## src/rtl/btn_event_decoder_pkg.sv

```systemverilog
// btn_event_decoder_pkg: FSM state encodings and default tick constants for a 50 MHz
// board clock, shared by button event consumers.
package btn_event_decoder_pkg;

   typedef enum logic [2:0] {
      ST_IDLE    = 3'd0,
      ST_PRESSED = 3'd1,
      ST_LONG    = 3'd2,
      ST_WAIT_DC = 3'd3,
      ST_SECOND  = 3'd4
   } state_e;

   localparam int DEF_CNT_W        = 16;
   localparam int DEF_LONG_TICKS   = 50000;
   localparam int DEF_DCLICK_TICKS = 25000;
   localparam int DEF_REPEAT_TICKS = 10000;

   // A tick bound must fit the counter and leave room for the terminal compare at ticks-1.
   function automatic bit ticks_ok(input int ticks, input int cnt_w);
      return (ticks >= 2) && (ticks < (1 << cnt_w));
   endfunction

endpackage

```

## src/rtl/btn_sync2.sv

```systemverilog
// btn_sync2: two-flop synchroniser with asynchronous active-low reset, for any
// asynchronous single-bit input.
module btn_sync2 (
   input  logic clockSource,
   input  logic resetN,
   input  logic d,
   output logic q
);

   logic meta_q;
   logic sync_q;

   always_ff @(posedge clockSource or negedge resetN) begin
      if (!resetN) begin
         meta_q <= 1'b0;
         sync_q <= 1'b0;
      end else begin
         meta_q <= d;
         sync_q <= meta_q;
      end
   end

   assign q = sync_q;

endmodule

```

## src/rtl/btn_event_decoder.sv

```systemverilog
// btn_event_decoder: turns a debounced button level into single-cycle short/long/double-click
// events; define AUTO_REPEAT_EN to add a periodic repeat pulse while a long press is held.
module btn_event_decoder
   import btn_event_decoder_pkg::*;
#(
   parameter int CNT_W        = DEF_CNT_W,
   parameter int LONG_TICKS   = DEF_LONG_TICKS,
   parameter int DCLICK_TICKS = DEF_DCLICK_TICKS,
   parameter int REPEAT_TICKS = DEF_REPEAT_TICKS
) (
   input  logic clockSource,
   input  logic resetN,
   input  logic btnLevel,
   output logic held,
   output logic shortPress,
   output logic longPress,
   output logic doubleClick,
   output logic repeatPulse
);

   if (!ticks_ok(LONG_TICKS, CNT_W) || !ticks_ok(DCLICK_TICKS, CNT_W) ||
       !ticks_ok(REPEAT_TICKS, CNT_W)) begin : g_bad_ticks
      $error("btn_event_decoder: every *_TICKS must be >= 2 and < 2**CNT_W");
   end

   localparam logic [CNT_W-1:0] LONG_LIM   = CNT_W'(LONG_TICKS - 1);
   localparam logic [CNT_W-1:0] DCLICK_LIM = CNT_W'(DCLICK_TICKS - 1);
`ifdef AUTO_REPEAT_EN
   localparam logic [CNT_W-1:0] REPEAT_LIM = CNT_W'(REPEAT_TICKS - 1);
`endif

   logic             lvl;
   logic             lvl_prev_q;
   logic             rise;
   state_e           state_q, state_d;
   logic [CNT_W-1:0] cnt_q, cnt_d, cnt_inc;
   logic             short_q, short_d;
   logic             long_q, long_d;
   logic             dc_q, dc_d;
   logic             rep_q, rep_d;

   btn_sync2 u_sync (
      .clockSource (clockSource),
      .resetN      (resetN),
      .d           (btnLevel),
      .q           (lvl)
   );

   // lvl_prev_q starts at 0, so a button held through reset release reads as a fresh press.
   assign rise    = lvl & ~lvl_prev_q;
   assign cnt_inc = cnt_q + CNT_W'(1);

   always_comb begin
      state_d = state_q;
      cnt_d   = cnt_q;
      short_d = 1'b0;
      long_d  = 1'b0;
      dc_d    = 1'b0;
      rep_d   = 1'b0;
      case (state_q)
         ST_IDLE: begin
            if (rise) state_d = ST_PRESSED;
         end
         ST_PRESSED: begin
            cnt_d = cnt_inc;
            if (!lvl) begin
               state_d = ST_WAIT_DC;
            end else if (cnt_q == LONG_LIM) begin
               long_d  = 1'b1;
               state_d = ST_LONG;
            end
         end
         ST_LONG: begin
            if (!lvl) begin
               state_d = ST_IDLE;
            end
`ifdef AUTO_REPEAT_EN
            else if (cnt_q == REPEAT_LIM) begin
               rep_d = 1'b1;
               cnt_d = '0;
            end else begin
               cnt_d = cnt_inc;
            end
`endif
         end
         ST_WAIT_DC: begin
            cnt_d = cnt_inc;
            if (rise) begin
               dc_d    = 1'b1;
               state_d = ST_SECOND;
            end else if (cnt_q == DCLICK_LIM) begin
               short_d = 1'b1;
               state_d = ST_IDLE;
            end
         end
         ST_SECOND: begin
            if (!lvl) state_d = ST_IDLE;
         end
         default: state_d = ST_IDLE;
      endcase
      if (state_d != state_q) cnt_d = '0;
   end

   always_ff @(posedge clockSource or negedge resetN) begin
      if (!resetN) begin
         state_q    <= ST_IDLE;
         cnt_q      <= '0;
         lvl_prev_q <= 1'b0;
         short_q    <= 1'b0;
         long_q     <= 1'b0;
         dc_q       <= 1'b0;
         rep_q      <= 1'b0;
      end else begin
         state_q    <= state_d;
         cnt_q      <= cnt_d;
         lvl_prev_q <= lvl;
         short_q    <= short_d;
         long_q     <= long_d;
         dc_q       <= dc_d;
         rep_q      <= rep_d;
      end
   end

   assign held        = lvl;
   assign shortPress  = short_q;
   assign longPress   = long_q;
   assign doubleClick = dc_q;
   assign repeatPulse = rep_q;

endmodule

```

## config.mk

```make
export PLATFORM = sky130hd
export DESIGN_NAME = btn_event_decoder
export DESIGN_NICKNAME = d
export VERILOG_FILES = /design/src/rtl/btn_event_decoder_pkg.sv /design/src/rtl/btn_sync2.sv /design/src/rtl/btn_event_decoder.sv
export SDC_FILE = /design/constraint.sdc
export NUM_CORES = 1
export LEC_CHECK = 0
export BUFFER_PORTS_ARGS = -buffer_cell sky130_fd_sc_hd__clkbuf_2
export CAP_MARGIN = 0
export CORE_ASPECT_RATIO = 1.1
export CORE_UTILIZATION = 60
export DETAILED_ROUTE_END_ITERATION = 8
export PLACE_DENSITY = 0.79
export RECOVER_POWER = 25
export SLEW_MARGIN = 20
export SYNTH_ARGS = -nofsm -noshare
export SYNTH_HDL_FRONTEND = slang
export SYNTH_HIERARCHICAL = 1
export SYNTH_SLANG_ARGS = --single-unit
export TNS_END_PERCENT = 1
```

## constraint.sdc

```tcl
create_clock -name clockSource -period 2.89 [get_ports clockSource]
set_input_delay 0.4335 -clock clockSource [delete_from_list [all_inputs] [get_ports clockSource]]
set_output_delay 0.4335 -clock clockSource [all_outputs]
set_load 0.01 [all_outputs]
```

==> flow_metrics.py <==
metrics = {
    "worst_setup_path": {
        "critPathBufInv": 0,
        "max_stage_delay_ns": 0.47,
        "critical_path.top_delay_family": "simple AND/OR/NAND/NOR gates",
        "critPathArrivalTime_ns": 2.04,
        "crit_path_start_kind": "register",
        "crit_chain": "nor4_2, nand4_1, a31oi_4, a21oi_1",
        "required_ns": 3.08,
        "cp_max_fo": 16,
        "critPathCaptureType": "register",
        "crit_slowest_cell": "dfrtp_1",
        "criticalPathCategory": "reg -> reg",
    },
    "yosys": {
        "ys_seq_elements": 25,
        "yosysUniqueCellTypes": 41,
        "synth_flop_cell": "dfrtp_1",
        "netlist_area_sq_um": 1360,
        "ys_seq_area_share_pct": 45.9,
        "synth_cells": 129,
        "synthArstFlopShare_pct": 100,
        "yosysWarnings": 6,
        "syn_nets": 133,
        "synth.avg_cell_area_sq_um": 10.6,
        "synth_edf_count": 0,
    },
    "route": {
        "wirelength_um": 2410,
        "first_iter_violations": 11,
        "drt-pass1-iter-count": 4,
        "post_drt_wl_per_cell_um": 14.9,
        "routed_via_density": 6.06,
        "vias": 981,
        "drc": 0,
        "antenna_left": 0,
    },
    "flow_run": {
        "cap_violations": 0,
    },
    "timing": {
        "hold_viol": 0,
        "skew_ns": 0.00982,
        "rsz0062_at_grt": "no",
        "finalMaxSlewViolations": 0,
        "fin_setup_tns_ns": 0,
        "relSlewSlack_pct": 11.7,
        "setup_violations": 0,
        "worstMarginPinSlew_ns": 1.32,
        "max_freq_mhz": 541,
        "fin_crit_ns": 1.85,
        "layout_worst_path_cycle_share_pct": 63.9,
    },
    "clock_tree": {
        "path_clk_slew_ns": 0.13,
        "cts_sinks": 25,
        "cts_max_level": 1,
        "holdBufCountCts": 0,
        "cts_buffer_depth": 2,
        "cts_made_buffers": 3,
        "cts_resized": 0,
        "root_buffer": "clkbuf_4",
        "post_cts_buffers": 0,
        "cts_tree": "yes",
        "clk_latency_ns": 0.32,
    },
    "global_routing": {
        "grt_usage_pct": 23.9,
        "grt_max_degree": 26,
        "grt-ovfl-total": 0,
        "grt_pass1_wl_um": 4150,
        "antenna_found_initial": 0,
        "grt_pass1_vias": 923,
    },
    "floorplanning": {
        "die_area_sq_um": 2470,
        "initial_core_util_pct": 66.0,
        "dieHeight_um": 52.0,
        "pin_count": 8,
        "num_rows": 17,
        "dieWidth_um": 47.4,
        "fp.coreArea_sq_um": 2060,
    },
    "cells_and_area": {
        "final_common_cell": "dfrtp_1",
        "register_area_sq_um": 626,
        "fin_area_sq_um": 1410,
        "layout-area-overhead-vs-synth_pct": 3.58,
        "num-fill-cells": 158,
        "finalNetCount": 139,
        "drive_above_1_share_pct": 13.4,
        "antenna_cells": 0,
        "final_cell_mix": "dfrtp_1 (25), a21oi_1 (15), xnor2_1 (12)",
        "multi_input_area_sq_um": 673,
    },
    "power": {
        "powerDensity_nw_per_um2": 572,
        "vdd_ir_drop_max_v": 0.000354,
        "power_leakage_nw": 0.566,
    },
    "place": {
        "io_buffer_count": 6,
        "place_hpwl_um": 1690,
        "gp_congestion": 0.820,
        "dpl-instance-area_sq_um": 1390,
    },
    "status": {
        "status": "finished clean",
    },
    "hold_path": {
        "hp-class": "in -> reg",
    },
}
where the power goes:
| part | internal (W) | switching (W) | total (W) |
|---|---|---|---|
| registers | 0.000377 | 0.0000636 | 0.000441 |
| logic | 0.0000761 | 0.000138 | 0.000214 |
| clock network | 0.0000540 | 0.0000983 | 0.000152 |
metal layers:
metal  vias up  wire [um]  GRT usage [%]
met5         -          0              0
met4         0         10           10.5
met3         2         62           4.51
met2        15       1180           35.6
met1       481       1160           33.3
li1        483          -              -
sequential cells by signal (all words and copies together), names as in the netlist:
| name | flops |
|---|---|
| cnt_q | 16 |
| shortPress | 1 |
| longPress | 1 |
| lvl_prev_q | 1 |
| u_sync/q | 1 |
| doubleClick | 1 |
| u_sync/meta_q | 1 |
| state_q | 3 |
path summary, 6_finish.rpt:
kind | startpoint | to | slack, ns | cells past startpoint
setup / recovery | cnt_q[4]$_DFFE_PN0P_ | cnt_q[3]$_DFFE_PN0P_ | 1.04 | 4
hold / removal | btnLevel | u_sync/meta_q$_DFF_PN0_ | 0.22 | 1
setup reg to reg | cnt_q[4]$_DFFE_PN0P_ | cnt_q[3]$_DFFE_PN0P_ | 1.04 | 4
hold reg to reg | u_sync/meta_q$_DFF_PN0_ | u_sync/q$_DFF_PN0_ | 0.36 | 0
max in group asynchronous | resetN | state_q[2]$_DFF_PN0_ | 1.73 | 1
min in group asynchronous | resetN | cnt_q[15]$_DFFE_PN0P_ | 0.38 | 1
cell type report:
cell class	count	share of cell area (%)
clock buffers	4	1.86
well taps	28	2.48
inverters	6	1.60
multi-input cells	93	47.7
flip-flops and latches	25	44.3
repair buffers	6	2.04
worst register-to-register path, cell delays in order, from the launching register on:
cell	delay, ns
dfrtp_1	0.47
nor4_2	0.41
nand4_1	0.23
a31oi_4	0.47
a21oi_1	0.14
logic make-up after synthesis:
logic type	share of synthesized area [%]
flops	45.9
buf+inv	4.68
compound gates	11.6
fa+ha+maj	0.918
simple gates	26.9
other cells	0.275
mux	0.735
xor+xnor	9.00
through the flow:
stage	power [W]	util [%]	hold WS, ns	instances	setup WS, ns
final	0.000807	68.4	0.223	162	1.04
after global routing	0.000867	68.4	0.189	162	0.823
after CTS	0.000814	68.5	0.112	162	1.03
after detailed placement	0.000664	67.2	0.336	158	1.05
after global placement	0.000660	67.2	0.332	158	1.07
after floorplan	0.000645	-	0.138	129	1.28
synth_stat cells, types with 2 or more instances:
cell / n / area (sq um)
a21oi_1: 15 / 75.1
and4b_1: 2 / 20.0
buf_4: 3 / 22.5
dfrtp_1: 25 / 626
inv_1: 6 / 22.5
nand2_1: 5 / 18.8
nand2b_1: 3 / 18.8
nand3_1: 3 / 15.0
nand4_1: 7 / 43.8
nor2_1: 5 / 18.8
nor2b_1: 2 / 12.5
nor3_1: 4 / 20.0
nor4_1: 6 / 37.5
nor4b_1: 2 / 17.5
o21ai_0: 2 / 10.0
or3_1: 2 / 12.5
xnor2_1: 12 / 105
xor2_1: 2 / 17.5
Power figures use the tool's default switching activity.
